**src/rtl/mux_2x1_sync.sv**
```systemverilog
// rtl/mux_2x1_sync.sv - 2-to-1 operand-B selector with optional registered copy and select-change pulse
// Optional registers enabled by defining MUX_2X1_SYNC_REG_OUT_EN.
module mux_2x1_sync #(
    parameter int DATA_WIDTH = 16
) (
    input  logic                  clock_in,
    input  logic                  reset_in,
    input  logic [DATA_WIDTH-1:0] in_1,
    input  logic [DATA_WIDTH-1:0] in_0,
    input  logic                  sel_2x1_in,
    output logic [DATA_WIDTH-1:0] mux_out,
    output logic [DATA_WIDTH-1:0] mux_q_out,
    output logic                  sel_changed_out
);

    // An X/Z select propagates as X; no resolution logic on purpose.
    assign mux_out = sel_2x1_in ? in_1 : in_0;

`ifdef MUX_2X1_SYNC_REG_OUT_EN
    logic sel_prev;

    always_ff @(posedge clock_in) begin
        if (reset_in) begin
            mux_q_out       <= '0;
            sel_prev        <= 1'b0;
            sel_changed_out <= 1'b0;
        end else begin
            mux_q_out       <= mux_out;
            sel_prev        <= sel_2x1_in;
            sel_changed_out <= (sel_2x1_in != sel_prev);
        end
    end
`else
    // Purely combinational build: clock and reset are kept only for port compatibility.
    logic unused_clk_rst;
    assign unused_clk_rst  = clock_in ^ reset_in;
    assign mux_q_out       = mux_out;
    assign sel_changed_out = 1'b0;
`endif

endmodule

```
**config.mk**
```make
export PLATFORM = sky130hd
export DESIGN_NAME = mux_2x1_sync
export DESIGN_NICKNAME = d
export VERILOG_FILES = /design/src/rtl/mux_2x1_sync.sv
export SDC_FILE = /design/constraint.sdc
export NUM_CORES = 1
export LEC_CHECK = 0
export BUFFER_PORTS_ARGS = -buffer_cell sky130_fd_sc_hd__buf_2
export CORE_UTILIZATION = 28
export DETAILED_ROUTE_END_ITERATION = 8
export GPL_TIMING_DRIVEN = 0
export PLACE_DENSITY_LB_ADDON = 0.15
export SETUP_SLACK_MARGIN = 0.1
export SLEW_MARGIN = 20
export SYNTH_ARGS = -nofsm -noshare
export SYNTH_HDL_FRONTEND = slang
export SYNTH_SLANG_ARGS = --single-unit
```
**constraint.sdc**
```tcl
create_clock -name vclk -period 1.3
set_input_delay 0.195 -clock vclk [all_inputs]
set_output_delay 0.195 -clock vclk [all_outputs]
set_load 0.02 [all_outputs]
```
# ---- After elaboration in Yosys (flattened, before gate mapping)
# Cells that the tools add are included.
dict set report totals {
  register_bits 0
  in_bits 35
  out_inout_bits 33
  word_cells 1
}
dict set report op_classes {
  muxes 1
}
# op count
set op_table {}
lappend op_table {{$mux 16} 1}

# ---- Longest topological paths before layout
dict set report depth {
  ltp_word 1
  depth_mapped 4
  ltp_nobuf 1
}

# ---- Least setup slack after synthesis
# Ideal clock, no wire load.
dict set report synth_path {
  path_type {in2out}
  startpoint {input sel_2x1_in}
  endpoint {output mux_q_out[10]}
  arrival_ns 0.951
  required_ns 1.105
  slack_ns 0.154
  path_stages 4
  path_buffers 3
  cell_sequence {buf_6 buf_12 mux2_4 buf_4}
}
dict set report synth_between {
  elab_chain_len 1
}
# item line_no
set synth_rtl {}
lappend synth_rtl {{start, declared} 10} ;# input logic sel_2x1_in,
lappend synth_rtl {{$mux 16} 17} ;# assign mux_out = sel_2x1_in ? in_1 : in_0;
lappend synth_rtl {{end, declared} 12} ;# output logic [DATA_WIDTH-1:0] mux_q_out,
# No other way between the ends.

# ---- Final worst setup path
# Ends and elaborated chain as after synthesis.

==> results.cfg <==
[status]
outcome = finished, final reports clean

[routing]
avgRoutedWirePerCell_um = 10.3
vias = 473
drt_iter0_markers = 0
wl_mm = 1.18
ant_nets = 0
drtPass1Iterations = 1
post-route-drc-count = 0
vias_per_cell = 4.11

[hold_path]
hp-class = in2out

[die]
die_area_um2 = 1510
start_util = 0.321
rows = 12
io_pins = 68
die_h_um = 38.9
fp.coreArea_um2 = 1190
die-width_um = 38.9

[global_routing]
overflow = 0
antenna_found_initial = 0
grt_max_degree = 9
grt_pass1_vias = 379
grt_usage = 0.140
grt_pass1_wl_mm = 1.50

[timing]
post-route-period-util = 0.909
period_minus_slack_ps = 1180
setup_tns_ps = 0
setup_violations = 0
clock.fmax_ghz = 0.847
hold_violations = 0
maxSlewViolCount = 0
grt_setup_unrepaired = no
setup_slack_ps = 119

[layout]
layout_commonest_cell = buf_2
syn_to_final_growth_pct = 125
n_sequential_cell = 0
layout_common_cells = buf_2, buf_6, mux2_4, buf_4, mux2_2
n_fill_cell = 96
nets = 138
antenna_cells = 0
layout-drive-gt1-share = 0.990
regArea_um2 = 0
num-clock-buffers = 0

[logic_synthesis]
synth_area_um2 = 380
syn_nets = 71
synth_cell_types = 6
ys_seq_area_frac = 0
synth_warnings = 0
syn_area_per_cell_um2 = 10.6
synthCells = 36

[critical_path]
start_kind = input pin
cp_max_fo = 8
worst_setup_path_end_kind = output port
worstSetupPathType = in2out
crit_required_ps = 1110
cp_data_arrival_time_ps = 990
startpoint = sel_2x1_in
crit_end = mux_q_out[10]

[placed_design]
gp_congestion = 0.691
port_buffers = 64
dp_slack_ps = 65.1

[job]
cap_violations = 0

[pwr]
ir_drop_mv = 0.268
p_leak_nw = 0.508
power_density_nw_per_um2 = 512
## power breakdown
group / internal, mW / switching (mW) / leakage [nW]
logic: 0.244 / 0.194 / 0.508
clock network: 0 / 0 / 0
registers: 0 / 0 / 0
total: 0.244 / 0.194 / 0.508
## kinds of logic (layout without fill, tap and decap cells)
logic type | Yosys count | count (layout) | synth area share
other | 1 | 1 | 0.00986
buffers and inverters | 19 | 84 | 0.418
multiplexers | 16 | 16 | 0.572
## worst max-delay path, cell delays in order
cell and delay (ps):
buf_12 120, buf_12 130, mux2_4 300, buf_6 120
buf_6 120
## per-layer routing
layer  track usage  share of wire  vias to the layer above
li1              -              -                      235
met1         0.132           0.32                      203
met2         0.329           0.59                       35
met3             0          0.090                        0
met4             0              0                        0
met5             0              0                        -
## synthesized netlist by cell type
master  number  area share
conb_1       1      0.0099
buf_12       1       0.053
buf_4       17        0.34
buf_6        1       0.030
mux2_4      10        0.39
mux2_2       6        0.18
## how the worst min path moves through the flow
stage | from | end | slack, ps | depth (start not counted)
floorplan | in_1[10] | mux_out[10] | 550 | 1
global placement | in_1[10] | mux_out[10] | 740 | 3
detailed placement | in_1[11] | mux_out[11] | 750 | 3
CTS | in_1[11] | mux_out[11] | 750 | 3
global route | in_1[14] | mux_out[14] | 760 | 3
finish | in_0[1] | mux_out[1] | 760 | 3
## metrics by stage
step	cell area, um^2	instances	hold slack (ps)	utilization	total power [mW]
after CTS	817	115	748	0.689	0.420
after floorplan	380	36	555	-	0.251
after global routing	855	115	764	0.720	0.464
after detailed placement	718	114	748	0.605	0.370
final	855	115	756	0.720	0.438
after global placement	718	114	742	0.605	0.365
## layout make-up
type	instances	area, um^2	area share
multi-input cells	17	221	0.259
repair buffers	65	410	0.480
well taps	14	17.5	0.0205
plain buffers	19	205	0.240
## what timing repair did
item,in CTS,in global routing
gates resized for setup,23,10
buffers inserted,0,0
gates cloned,1,0
hold buffers,0,0
endpoints found under the setup margin,10,10
Note: power is estimated with default switching activity, not from simulation.
